File: src/rtl/wave_gen_if.sv
// Control and sample bundle for wave_gen.
// The master drives the controls; the generator (slave) returns out and wrap.
interface wave_gen_if #(
  parameter int W = 8
);
  logic         ena;
  logic         sync_in;
  logic [1:0]   mode;
  logic [W-1:0] step;
  logic [W-1:0] duty;
  logic [W-1:0] out;
  logic         wrap;

  modport master (
    output ena, sync_in, mode, step, duty,
    input  out, wrap
  );

  modport slave (
    input  ena, sync_in, mode, step, duty,
    output out, wrap
  );
endinterface

File: src/rtl/wave_gen.sv
// DDS-style waveform generator: a W-bit phase accumulator shaped into square,
// rising/falling saw or triangle, with mode/step/duty shadowed to period boundaries.
module wave_gen #(
  parameter int W = 8
) (
  input  logic      clk,
  input  logic      rst,
  wave_gen_if.slave bus
);

  logic [W-1:0] phase;
  logic [1:0]   mode_q;
  logic [W-1:0] step_q;
  logic [W-1:0] duty_q;
  logic         armed;
  logic [W-1:0] out_q;
  logic         wrap_q;

  logic [W:0]   sum;
  logic         carry;
  logic         load_shadow;

  function automatic logic [W-1:0] shape(
    input logic [1:0]   m,
    input logic [W-1:0] p,
    input logic [W-1:0] dq
  );
    logic [W-1:0] d;
    d = {p[W-2:0], 1'b0};
    case (m)
      2'd0:    shape = (p < dq) ? '1 : '0;
      2'd1:    shape = p;
      2'd2:    shape = ~p;
      default: shape = p[W-1] ? ~d : d;
    endcase
  endfunction

  assign sum   = {1'b0, phase} + {1'b0, step_q};
  assign carry = sum[W];

  // A sync edge counts as a non-advancing edge, so shadows reload there too.
  assign load_shadow = !armed || !bus.ena || bus.sync_in || carry;

  always_ff @(posedge clk or posedge rst) begin
    if (rst) begin
      phase  <= '0;
      mode_q <= '0;
      step_q <= '0;
      duty_q <= '0;
      armed  <= 1'b0;
      out_q  <= '0;
      wrap_q <= 1'b0;
    end else begin
      if (bus.ena) armed <= 1'b1;
      if (load_shadow) begin
        mode_q <= bus.mode;
        step_q <= bus.step;
        duty_q <= bus.duty;
      end
      if (bus.sync_in) begin
        phase  <= '0;
        wrap_q <= 1'b0;
        out_q  <= shape(mode_q, '0, duty_q);
      end else if (bus.ena) begin
        // out uses the pre-update phase, so it trails the accumulator by one cycle.
        phase  <= sum[W-1:0];
        wrap_q <= carry;
        out_q  <= shape(mode_q, phase, duty_q);
      end else begin
        wrap_q <= 1'b0;
      end
    end
  end

  assign bus.out  = out_q;
  assign bus.wrap = wrap_q;

endmodule

File: src/flat_wrapper.sv
// flat-port wrapper written by rule: the top's interface ports become plain ports
module wave_gen_flat 
#(
  parameter int W = 8
)
  (clk, rst, bus_ena, bus_sync_in, bus_mode, bus_step, bus_duty, bus_out, bus_wrap);
  wave_gen_if #(.W(W)) bus_i ();
  input  logic clk;
  input  logic rst;
  input wire logic [$bits(bus_i.ena)-1:0] bus_ena;
  input wire logic [$bits(bus_i.sync_in)-1:0] bus_sync_in;
  input wire logic [$bits(bus_i.mode)-1:0] bus_mode;
  input wire logic [$bits(bus_i.step)-1:0] bus_step;
  input wire logic [$bits(bus_i.duty)-1:0] bus_duty;
  output wire logic [$bits(bus_i.out)-1:0] bus_out;
  output wire logic [$bits(bus_i.wrap)-1:0] bus_wrap;
  assign bus_i.ena = bus_ena;
  assign bus_i.sync_in = bus_sync_in;
  assign bus_i.mode = bus_mode;
  assign bus_i.step = bus_step;
  assign bus_i.duty = bus_duty;
  assign bus_out = bus_i.out;
  assign bus_wrap = bus_i.wrap;
  wave_gen #(.W(W)) u_core (.clk(clk), .rst(rst), .bus(bus_i));
endmodule
File: config.mk
export PLATFORM = sky130hd
export DESIGN_NAME = wave_gen_flat
export DESIGN_NICKNAME = d
export VERILOG_FILES = /design/src/rtl/wave_gen_if.sv /design/src/rtl/wave_gen.sv /design/src/flat_wrapper.sv
export SDC_FILE = /design/constraint.sdc
export NUM_CORES = 1
export LEC_CHECK = 0
export ABC_AREA = 0
export CAP_MARGIN = 20
export CORE_MARGIN = 2
export CORE_UTILIZATION = 58
export CTS_CLUSTER_SIZE = 8
export DETAILED_ROUTE_END_ITERATION = 16
export GPL_TIMING_DRIVEN = 0
export PLACE_DENSITY = 0.84
export SLEW_MARGIN = 40
export SYNTH_ARGS = -nofsm -noshare
export SYNTH_HDL_FRONTEND = slang
export SYNTH_SLANG_ARGS = --single-unit
File: constraint.sdc
create_clock -name clk -period 4.6 [get_ports clk]
set_input_delay 1.15 -clock clk [delete_from_list [all_inputs] [get_ports clk]]
set_output_delay 1.15 -clock clk [all_outputs]
set_load 0.05 [all_outputs]
; ---- After elaboration in Yosys (flattened, before gate mapping)
; Cells that the tools add are included.
[totals]
ff_bits = 36
wordCells = 32
in_bits = 22
output_inout_bits = 9
romBits = 0
n_memories = 0
mem_bits_rw = 0
latchBits = 0
[classes]
n_eq_ne = 2
n_lt_le_gt_ge = 2
bitwise = 2
addsub = 1
shifts = 0
reduce_logical = 7
multipliers = 0
n_mux = 11
div_mod_pow = 0
[op_table]
columns = cell, count
row1 = 2-to-1 mux 8 bit, 7
row2 = case mux 8 bit (3 select lines), 1
row3 = NOT 8 bit, 2
row4 = case mux 8 bit (2 select lines), 1
row5 = adder 8 x 8 -> 9 bit, 1
row6 = "less-than comparator 1 x 8 -> 1 bit, first input constant", 1
row7 = less-than comparator 8 bit, 1
row8 = logical OR 1 bit, 3
row9 = "== test 2 x 1 -> 1 bit, second input constant", 1
row10 = "== test 2 bit, second input constant", 1
row11 = logical NOT 1 bit, 2
row12 = logical NOT 2 bit, 1
row13 = 2-to-1 mux 1 bit, 2
row14 = nonzero test 2 bit, 1

; ---- Depth between registers and ports, before layout
; Gate-level depths: netlist (run 1).
[logic_depth]
depth_word = 5
mapped_depth = 8
depth_no_buf = 7

; ---- Worst setup path before layout (run 1)
; Ideal clock, no wire load.
[synth_path]
kind = flip-flop to flip-flop
startpoint = register u_core.phase[0]
endpoint = register u_core.duty_q[7]
period_less_slack_ns = 2.426
stages_incl_launch_ff = 9
t_required_ns = 4.475
setup_time_ns = 0.125
path_slack_ns = 2.174
arrival_ns = 2.301
n_path_buf = 1
cell_sequence = dfrtp_1 ha_1 fa_1 a21oi_2 o22ai_2 o41ai_4 nand4_4 buf_6 mux2_4
[synth_between]
elab_chain_cells = 2
[synth_rtl]
columns = item, line_no
row1 = from (decl), wave_gen.sv:11  ; logic [W-1:0] phase;
row2 = from (signal assigned), wave_gen.sv:66  ; phase <= sum[W-1:0];
row3 = adder 8 x 8 -> 9 bit, wave_gen.sv:38  ; assign sum = {1'b0, phase} + {1'b0, step_q};
row4 = logical OR 1 bit, wave_gen.sv:42  ; assign load_shadow = !armed || !bus.ena || bus.sync_in || carry;
row5 = to (signal assigned), wave_gen.sv:58  ; duty_q <= bus.duty;
row6 = to (decl), wave_gen.sv:14  ; logic [W-1:0] duty_q;
; Every way passes these cells.
; A chain may end at the register's enable or synchronous reset.

; ---- Final worst setup path (run 1)
[layout_path]
startpoint = register u_core.phase[0]
endpoint = register u_core.step_q[5]
[layout_between]
elab_chain_cells = 2
[layout_rtl]
columns = item, line_no
row1 = adder 8 x 8 -> 9 bit, wave_gen.sv:38
row2 = logical OR 1 bit, wave_gen.sv:42
row3 = to (signal assigned), wave_gen.sv:57  ; step_q <= bus.step;
row4 = to (decl), wave_gen.sv:13  ; logic [W-1:0] step_q;
; Every way passes these cells.

==> impl_metrics.json, run 1 <==
{
  "grt_use_total": 0.237,
  "yosysMostFrequentCell": "dfrtp_1",
  "grt_antenna_before_repair": 0,
  "crit_type": "reg -> reg",
  "ys_dominant_reg_cell": "dfrtp_1",
  "crit_path_start": "u_core.phase[0]",
  "yosys-top-cells-count": "36 x dfrtp_1, 15 x ha_1, 15 x mux2_2",
  "synth_nets": 232,
  "crit_family": "adder cells",
  "finalWirelength_um": 4450,
  "status": "complete, no violations",
  "synthTopCellsByArea": "dfrtp_1 41%, ha_1 8.6%, mux2_2 7.8%",
  "worstMarginPinSlew_ns": 0.683,
  "min_period_ns": 2.69,
  "finalInstanceArea_um2": 2630,
  "drc_errors": 0,
  "routedWlPerCell_um": 15.9,
  "setup.worst_path.end_class": "register",
  "netlist.area_leader.share": 0.414,
  "via_per_inst": 5.88,
  "num_rows": 22,
  "p_clk_frac": 0.218,
  "grt_pass1_vias": 1569,
  "setup_viol": 0,
  "grt_start_max_net_pins": 37,
  "htreeDepth": 2,
  "seq_area_frac_synth": 0.414,
  "io_buffers": 29,
  "vias": 1641,
  "io_pins": 31,
  "fp.dieArea_um2": 4260,
  "start_util": 0.600,
  "synth-edff-count": 0,
  "ant_nets": 0,
  "path_clk_slew_ns": 0.07,
  "synth_cell_types": 40,
  "grt.overflow.total": 0,
  "arrival_ns": 2.87,
  "grt_setup_unrepaired": "false",
  "clock-sinks": 36,
  "dpl.hpwl_um": 3140,
  "post_cts_resized": 0,
  "holdWs_ns": 0.516,
  "syn_to_final_growth_pct": 20.6,
  "yosysTopAreaCell": "dfrtp_1",
  "cts_tree": "built",
  "critical_path.max_fanout": 10,
  "p_sw_frac": 0.366,
  "dp_cells": 271,
  "yosys_warnings": 0,
  "cp_num_buf_inv": 1,
  "finalCritPeriodShare": 0.585,
  "die_h_um": 65.3,
  "p_per_area_nw_per_um2": 410,
  "r2r_cells": 8,
  "slew_viol_final": 0,
  "core_um2": 3630,
  "reg2reg_to": "u_core.step_q[5]",
  "seq_power_share": 0.388,
  "maxSlewHeadroom": 0.545,
  "drv_cap": 0,
  "cts-root-buf": "clkbuf_8",
  "total_leakage_power_nw": 1.16,
  "clock_skew_ns": 0.00204,
  "final_cells": 279,
  "clock.fmax_mhz": 371,
  "clkLatencyLatePin_ns": 0.29,
  "globalplace.congestion": 0.891,
  "worst_path_max_delay_cell": "dfrtp_1",
  "critPathMaxStageDelay_ns": 0.47,
  "cts_buffers": 5,
  "max-clock-path-buffers": 2,
  "nFillCells": 287,
  "drt_iter0_markers": 80,
  "antenna-diode-count": 0,
  "hp-class": "reg -> reg",
  "p_sw_uw": 395,
  "crit_end": "u_core.step_q[5]",
  "cp.depth": 8,
  "power_mw": 1.08,
  "r2r_start": "u_core.phase[0]",
  "grt_pass1_wl_um": 7490,
  "place_area_um2": 2530,
  "netlist_instances": 194,
  "synthesis.area_um2": 2180,
  "fin_nets": 268,
  "dr.pass1.iters": 4,
  "rrSetupSlack_ns": 1.91,
  "start_kind": "register",
  "crit_path_cell_trace": "ha_1 -> fa_1 -> a21oi_2 -> o22ai_2 -> o41ai_4 -> nand4_4 -> buf_6 -> mux2_4",
  "vdd_drop_max_mv": 0.216,
  "drive_above_1_share": 0.173,
  "ys_async_sr_fraction": 1.00,
  "yosys_register_bits": 36,
  "intPower_uw": 683,
  "cts_setup_buffers": 0,
  "tns_ns": 0,
  "cts_hold_buf": 0,
  "comb_power_share": 0.394,
  "die_w_um": 65.3,
  "hold_viol": 0,
  "worstPathRequired_ns": 4.78,
  "syn_avg_cell_area_um2": 11.2
}
==> per-layer routing <==
| layer | vias to the layer above | GRT usage | part of all wire |
|---|---|---|---|
| met2 | 43 | 0.380 | 0.49 |
| met3 | 9 | 0.0685 | 0.040 |
| met4 | 0 | 0.0755 | 0.022 |
| met1 | 805 | 0.309 | 0.45 |
| li1 | 784 | - | - |
| met5 | - | 0 | 0 |
==> how the worst min path moves through the flow <==
stage | from | endpoint | slack (ns) | cells past startpoint
after floorplan | u_core.step_q[6] | u_core.step_q[6] | 0.49 | 1
after global placement | u_core.bus.out[0] | u_core.bus.out[0] | 0.50 | 2
after detailed placement | u_core.bus.out[0] | u_core.bus.out[0] | 0.50 | 2
after CTS | u_core.bus.out[0] | u_core.bus.out[0] | 0.52 | 2
after global routing | u_core.step_q[0] | u_core.step_q[0] | 0.55 | 1
final | u_core.bus.out[0] | u_core.bus.out[0] | 0.52 | 2
==> final cells by class <==
| class | count | area, µm² | share of cell area |
|---|---|---|---|
| buffer | 8 | 38.8 | 0.0148 |
| clock buffer | 8 | 90.1 | 0.0343 |
| inverter | 12 | 46.3 | 0.0176 |
| multi-input combinational | 138 | 1200 | 0.457 |
| sequential | 36 | 901 | 0.343 |
| tap | 48 | 60.1 | 0.0229 |
| timing repair buffer | 29 | 290 | 0.111 |
==> registers in the layout, summed over array words and instances, names as in the netlist <==
| signal | cells |
|---|---|
| u_core.bus.out | 8 |
| u_core.bus.wrap | 1 |
| u_core.duty_q | 8 |
| u_core.phase | 8 |
| u_core.mode_q | 2 |
| u_core.armed | 1 |
| u_core.step_q | 8 |
==> placed cells by master, fill, tap and decap left out, drive strengths merged, types with 3 or more instances in the layout <==
cell / count
dfrtp: 36
clkdlybuf4s50: 29
mux2: 25
ha: 15
o21ai: 14
clkbuf: 14
nor2: 13
inv: 11
a21oi: 11
xnor2: 8
a221oi: 7
mux2i: 5
a211oi: 4
a21o: 3
nand2b: 3
xor2: 3
nand4: 3
==> through the flow <==
stage	setup slack, ns	util
after global routing	1.77	0.723
after global placement	1.78	0.696
after detailed placement	1.77	0.698
after CTS	1.90	0.722
after floorplan	2.17	-
final	1.91	0.723
==> logic make-up (layout without fill, tap and decap cells) <==
kind of cell,count (synthesis),after routing,synth area share
AO/OA/AOI/OAI,50,50,0.162
XOR/XNOR,11,11,0.0442
adder cells (fa/ha/maj),16,16,0.0953
buffers and inverters,20,57,0.0385
flip-flops,36,36,0.414
multiplexers,30,30,0.169
AND/OR/NAND/NOR,31,31,0.0770
==> power by group through the flow <==
stage               Combinational (mW)  Clock [mW]  Sequential (mW)
finish                           0.424       0.235            0.418
global route                     0.464       0.255            0.424
CTS                              0.424       0.238            0.418
detailed placement               0.422           0            0.423
global placement                 0.410           0            0.422
floorplan                        0.269           0            0.459
==> worst min-delay path: cells and delay by family (launching register included) <==
family	cells	cell delay, ns
DFF	1	0.35
AOI/OAI and AO/OA	2	0.13
Power figures use the tool's default switching activity.
==> inputs of run 2 (changes only) <==
--- a/config.mk
+++ b/config.mk
@@ -8,11 +8,11 @@
 export ABC_AREA = 0
 export CAP_MARGIN = 20
 export CORE_MARGIN = 2
-export CORE_UTILIZATION = 58
+export CORE_UTILIZATION = 49
 export CTS_CLUSTER_SIZE = 8
 export DETAILED_ROUTE_END_ITERATION = 16
 export GPL_TIMING_DRIVEN = 0
-export PLACE_DENSITY = 0.84
+export PLACE_DENSITY = 0.76
 export SLEW_MARGIN = 40
 export SYNTH_ARGS = -nofsm -noshare
 export SYNTH_HDL_FRONTEND = slang
==> constraint.sdc (replaced) <==
create_clock -name clk -period 2.32 [get_ports clk]
set_input_delay 0.58 -clock clk [delete_from_list [all_inputs] [get_ports clk]]
set_output_delay 0.58 -clock clk [all_outputs]
set_load 0.05 [all_outputs]
==> run 2 against run 1 <==
The flow now finishes with violations (negative setup slack). Largest cell class unchanged. Fmax is 13% higher. Sequential share of layout area shrank 1.0 points. Global-route usage down 3.2 points. Highest routed layer unchanged. First-iteration DRC count grew 48%. Routed wire length is 3.6% higher. Via count increased by 2.0%.
==> impl_metrics.json, run 2 (synthesis results as in run 1) <==
{
  "cts-root-buf": "clkbuf_8",
  "hp-class": "reg -> reg",
  "num_rows": 24,
  "fin_nets": 275,
  "htreeDepth": 2,
  "worstMarginPinSlew_ns": 0.623,
  "finalCritPeriodShare": 1.03,
  "fp.dieArea_um2": 4990,
  "antenna-diode-count": 0,
  "grt_pass1_vias": 1659,
  "clock-sinks": 36,
  "mostFrequentLayoutCells": "35 x dfrtp_1, 29 x clkdlybuf4s50_1, 15 x mux2_2",
  "critPathMaxStageDelay_ns": 0.42,
  "drt_iter0_markers": 118,
  "status": "complete, but fails checks",
  "io_buffers": 29,
  "cp_num_buf_inv": 1,
  "setup_viol": 18,
  "finalInstanceArea_um2": 2710,
  "slew_viol_final": 0,
  "finalWirelength_um": 4610,
  "via_per_inst": 5.77,
  "grt_pass1_wl_um": 8040,
  "drive_above_1_share": 0.210,
  "place_area_um2": 2550,
  "crit_family": "compound AO/OA/AOI/OAI gates",
  "clock.fmax_mhz": 419,
  "grt.overflow.total": 0,
  "setup.worst_path.end_class": "register",
  "crit_path_start": "u_core.step_q[0]",
  "tns_ns": -0.753,
  "dpl.hpwl_um": 3290,
  "syn_to_final_growth_pct": 24.5,
  "routedWlPerCell_um": 15.9,
  "globalplace.congestion": 0.879,
  "io_pins": 31,
  "maxSlewHeadroom": 0.585,
  "max-clock-path-buffers": 2,
  "grt_start_max_net_pins": 37,
  "arrival_ns": 2.56,
  "min_from": "u_core.step_q[3]",
  "critical_path.max_fanout": 10,
  "dp_slack_ns": -0.258,
  "ant_nets": 0,
  "vdd_drop_max_mv": 0.347,
  "core_um2": 4320,
  "start_util": 0.504,
  "min_period_ns": 2.39,
  "final_common_cell": "dfrtp_1",
  "violations": "negative setup slack",
  "grt_antenna_before_repair": 0,
  "p_per_area_nw_per_um2": 799,
  "cts_tree": "built",
  "path_clk_slew_ns": 0.07,
  "start_kind": "register",
  "drv_cap": 0,
  "drc_errors": 0,
  "hold_viol": 0,
  "crit_path_cell_trace": "ha_4 -> fa_2 -> a21oi_2 -> o22ai_2 -> o41ai_4 -> nand4_4 -> buf_12 -> mux2_4",
  "fin_ws_ns": -0.0665,
  "dr.pass1.iters": 4,
  "vias": 1674,
  "worstPathRequired_ns": 2.50,
  "rrSetupSlack_ns": -0.07,
  "die_h_um": 70.7,
  "crit_type": "reg -> reg",
  "clkLatencyLatePin_ns": 0.29,
  "cts_buffers": 5,
  "r2r_start": "u_core.step_q[0]",
  "nFillCells": 378,
  "grt_setup_unrepaired": "true",
  "grt_use_total": 0.204,
  "clock_skew_ns": 0.00482,
  "worst_path_max_delay_cell": "dfrtp_1",
  "total_leakage_power_nw": 1.19,
  "die_w_um": 70.7
}
run 2: area by class of cell:
type / instances / area [µm²] / area share
plain buffers: 8 / 47.5 / 0.0175
clock buffers: 8 / 90.1 / 0.0332
inverters: 12 / 46.3 / 0.0171
multi-input cells: 138 / 1210 / 0.448
flip-flops and latches: 36 / 902 / 0.333
well taps: 52 / 65.1 / 0.0240
repair buffers: 36 / 347 / 0.128
run 2: power by group:
part	switching [mW]	internal [mW]	leakage (nW)	total, mW
logic	0.458	0.416	0.714	0.874
clock network	0.222	0.242	0.0455	0.465
registers	0.104	0.724	0.433	0.828
total	0.784	1.38	1.19	2.17
run 2: path summary, 6_finish.rpt:
path | to | cells after the start
setup / recovery | u_core.step_q[1] | 8
hold / removal | u_core.step_q[3] | 1
setup reg to reg | u_core.step_q[1] | 8
hold reg to reg | u_core.step_q[3] | 1
max in group asynchronous | u_core.phase[0] | 2
min in group asynchronous | u_core.step_q[7] | 2
run 2: layer usage:
metal  up-vias  routed length [µm]  track usage
li1        800                   -            -
met1       829                2130        0.282
met2        39                2220        0.318
met3         6                 188       0.0470
met4         0                  66       0.0755
met5         -                   0            0
run 2: worst reg2reg max path: stages (launching register included):
cell     delay, ns
dfrtp_1       0.42
ha_4          0.18
fa_2          0.35
a21oi_2       0.20
o22ai_2       0.14
o41ai_4       0.31
nand4_4       0.17
buf_12        0.19
mux2_4        0.30
run 2: repair_timing:
action,4_1_cts,5_1_grt
gates resized for setup,3,1
pin swaps,3,3
cloned,0,0
endpoints found under the hold margin,0,0
hold buffers,0,0
endpoints found under the setup margin,18,18
buffers inserted,6,1
run 2: through the flow:
stage               utilization  instances  power (mW)  hold slack, ns
global placement          0.588        275        1.65           0.501
finish                    0.627        290        2.17           0.519
CTS                       0.624        289        2.17           0.524
floorplan                     -        194        1.45           0.487
global route              0.627        290        2.30           0.543
detailed placement        0.589        275        1.68           0.501
==> inputs of run 3 (changes only) <==
--- a/config.mk
+++ b/config.mk
@@ -7,12 +7,13 @@
 export LEC_CHECK = 0
 export ABC_AREA = 0
 export CAP_MARGIN = 20
+export CORE_ASPECT_RATIO = 1.1
 export CORE_MARGIN = 2
-export CORE_UTILIZATION = 49
+export CORE_UTILIZATION = 54
 export CTS_CLUSTER_SIZE = 8
 export DETAILED_ROUTE_END_ITERATION = 16
 export GPL_TIMING_DRIVEN = 0
-export PLACE_DENSITY = 0.76
+export PLACE_DENSITY = 0.79
 export SLEW_MARGIN = 40
 export SYNTH_ARGS = -nofsm -noshare
 export SYNTH_HDL_FRONTEND = slang
==> constraint.sdc (replaced) <==
create_clock -name clk -period 2.2 [get_ports clk]
set_input_delay 0.55 -clock clk [delete_from_list [all_inputs] [get_ports clk]]
set_output_delay 0.55 -clock clk [all_outputs]
set_load 0.05 [all_outputs]
==> run 3 against run 2 <==
The run still ends with negative setup slack left. Worst setup slack worse by 0.077 ns. Cell area is 0.32% higher. Critical path depth stayed put. Clock power is 11% higher. Final cell count stayed put. Routed wire length is 3.4% higher. Sequential share of layout area is 0.11 points lower. Largest power group unchanged.
==> impl_metrics.json, run 3 (synthesis results as in run 1) <==
{
  "final_common_cell": "dfrtp_1",
  "ant_nets": 0,
  "io_pins": 31,
  "path_clk_slew_ns": 0.07,
  "multi_input_area_um2": 1210,
  "via_per_inst": 5.80,
  "dp_slack_ns": -0.391,
  "drc_errors": 0,
  "fin_nets": 276,
  "max-clock-path-buffers": 2,
  "power_mw": 2.32,
  "comb_power_share": 0.402,
  "min_period_ns": 2.34,
  "critical_path.max_fanout": 10,
  "worstPathRequired_ns": 2.38,
  "arrival_ns": 2.52,
  "grt_antenna_before_repair": 0,
  "grt_use_total": 0.223,
  "vdd_drop_max_mv": 0.427,
  "p_clk_frac": 0.222,
  "fp.dieArea_um2": 4560,
  "intPower_mw": 1.48,
  "drive_above_1_share": 0.218,
  "cts_hold_buf": 0,
  "final_util": 0.697,
  "place_area_um2": 2550,
  "clock_skew_ns": 0.00429,
  "setup_viol": 18,
  "grt_setup_unrepaired": "true",
  "maxSlewHeadroom": 0.570,
  "die_w_um": 64.6,
  "syn_to_final_growth_pct": 24.9,
  "clkLatencyLatePin_ns": 0.29,
  "cts_buffers": 5,
  "p_per_area_nw_per_um2": 853,
  "dpl.hpwl_um": 3250,
  "die_h_um": 70.6,
  "p_sw_frac": 0.361,
  "cts-root-buf": "clkbuf_8",
  "start_util": 0.558,
  "grt_pass1_vias": 1655,
  "cts_tree": "built",
  "routedWlPerCell_um": 16.4,
  "seq_power_share": 0.376,
  "violations": "negative setup slack",
  "drt_iter0_markers": 117,
  "clock.fmax_mhz": 427,
  "fin_ws_ns": -0.144,
  "nFillCells": 302,
  "setup.worst_path.end_class": "register",
  "vias": 1683,
  "p_sw_uw": 838,
  "total_leakage_power_nw": 1.20,
  "finalCritPeriodShare": 1.07,
  "drv_cap": 0,
  "io_buffers": 29,
  "grt_start_max_net_pins": 37,
  "start_kind": "register",
  "grt.overflow.total": 0,
  "slew_viol_final": 0,
  "status": "complete, but fails checks",
  "worstMarginPinSlew_ns": 0.646,
  "clock-sinks": 36,
  "num_rows": 24,
  "dr.pass1.iters": 4,
  "hold_viol": 0,
  "grt_pass1_wl_um": 7760,
  "crit_type": "reg -> reg",
  "htreeDepth": 2,
  "mostFrequentLayoutCells": "35 x dfrtp_1, 29 x clkdlybuf4s50_1, 15 x mux2_2",
  "core_um2": 3900,
  "finalInstanceArea_um2": 2720,
  "antenna-diode-count": 0,
  "hp-class": "reg -> reg",
  "seqCellArea_um2": 902,
  "globalplace.congestion": 0.892,
  "finalWirelength_um": 4760
}
[run 3: cell count changes in the layout (fill, tap and decap cells not counted)]
cell / previous run / this run
clkbuf_1: 8 / 6
clkbuf_8: 6 / 7
buf_8: 0 / 1
buf_12: 1 / 0
buf_4: 6 / 7
[run 3: per-stage QoR]
| stage | std cells | setup TNS (ns) | hold WS (ns) |
|---|---|---|---|
| after floorplan | 194 | -1.41 | 0.487 |
| after global placement | 275 | -5.27 | 0.495 |
| after detailed placement | 275 | -5.77 | 0.498 |
| after CTS | 288 | -1.93 | 0.514 |
| after global routing | 290 | -3.85 | 0.542 |
| final | 290 | -2.03 | 0.509 |
[run 3: worst paths after layout]
check	slack (ns)	start	to	cells past startpoint
hold reg to reg	0.51	u_core.bus.out[0]	u_core.bus.out[0]	2
setup / recovery	-0.14	u_core.step_q[0]	u_core.mode_q[0]	8
max in group asynchronous	1.13	rst	u_core.phase[0]	2
hold / removal	0.51	u_core.bus.out[0]	u_core.bus.out[0]	2
min in group asynchronous	0.65	rst	u_core.step_q[3]	2
setup reg to reg	-0.14	u_core.step_q[0]	u_core.mode_q[0]	8
[run 3: power by group through the flow]
stage          Combinational [mW]  Sequential [mW]  Clock (mW)
6_report                    0.934            0.873       0.515
3_5_place_dp                0.887            0.885           0
4_1_cts                     0.922            0.873       0.516
5_1_grt                      1.01            0.888       0.551
2_1_floorplan               0.565            0.961           0
3_3_place_gp                0.864            0.884           0
[run 3: worst max-delay path, stage by stage (launching register included)]
cell and delay, ns:
dfrtp_1 0.41, ha_4 0.18, fa_2 0.35, a21oi_2 0.17
o22ai_2 0.14, o41ai_4 0.31, nand4_4 0.17, buf_8 0.20
mux2_4 0.30
[run 3: layer usage]
layer / part of all wire / global-route usage
met5: 0 / 0
met3: 0.046 / 0.0684
met2: 0.49 / 0.365
met1: 0.44 / 0.271
met4: 0.024 / 0.104
[run 3: area by class of cell]
cell class              count  share of cell area
multi-input cells         138               0.446
clock buffers               7              0.0354
inverters                  12              0.0170
flip-flops and latches     36               0.331
plain buffers               8              0.0156
well taps                  52              0.0239
repair buffers             37               0.130
[run 3: repair_timing]
| item | CTS | global route |
|---|---|---|
| buffers inserted | 6 | 2 |
| endpoints found under the setup margin | 18 | 19 |
| pin swaps | 1 | 1 |
| endpoints found under the hold margin | 0 | 0 |
| gates resized for setup | 3 | 0 |
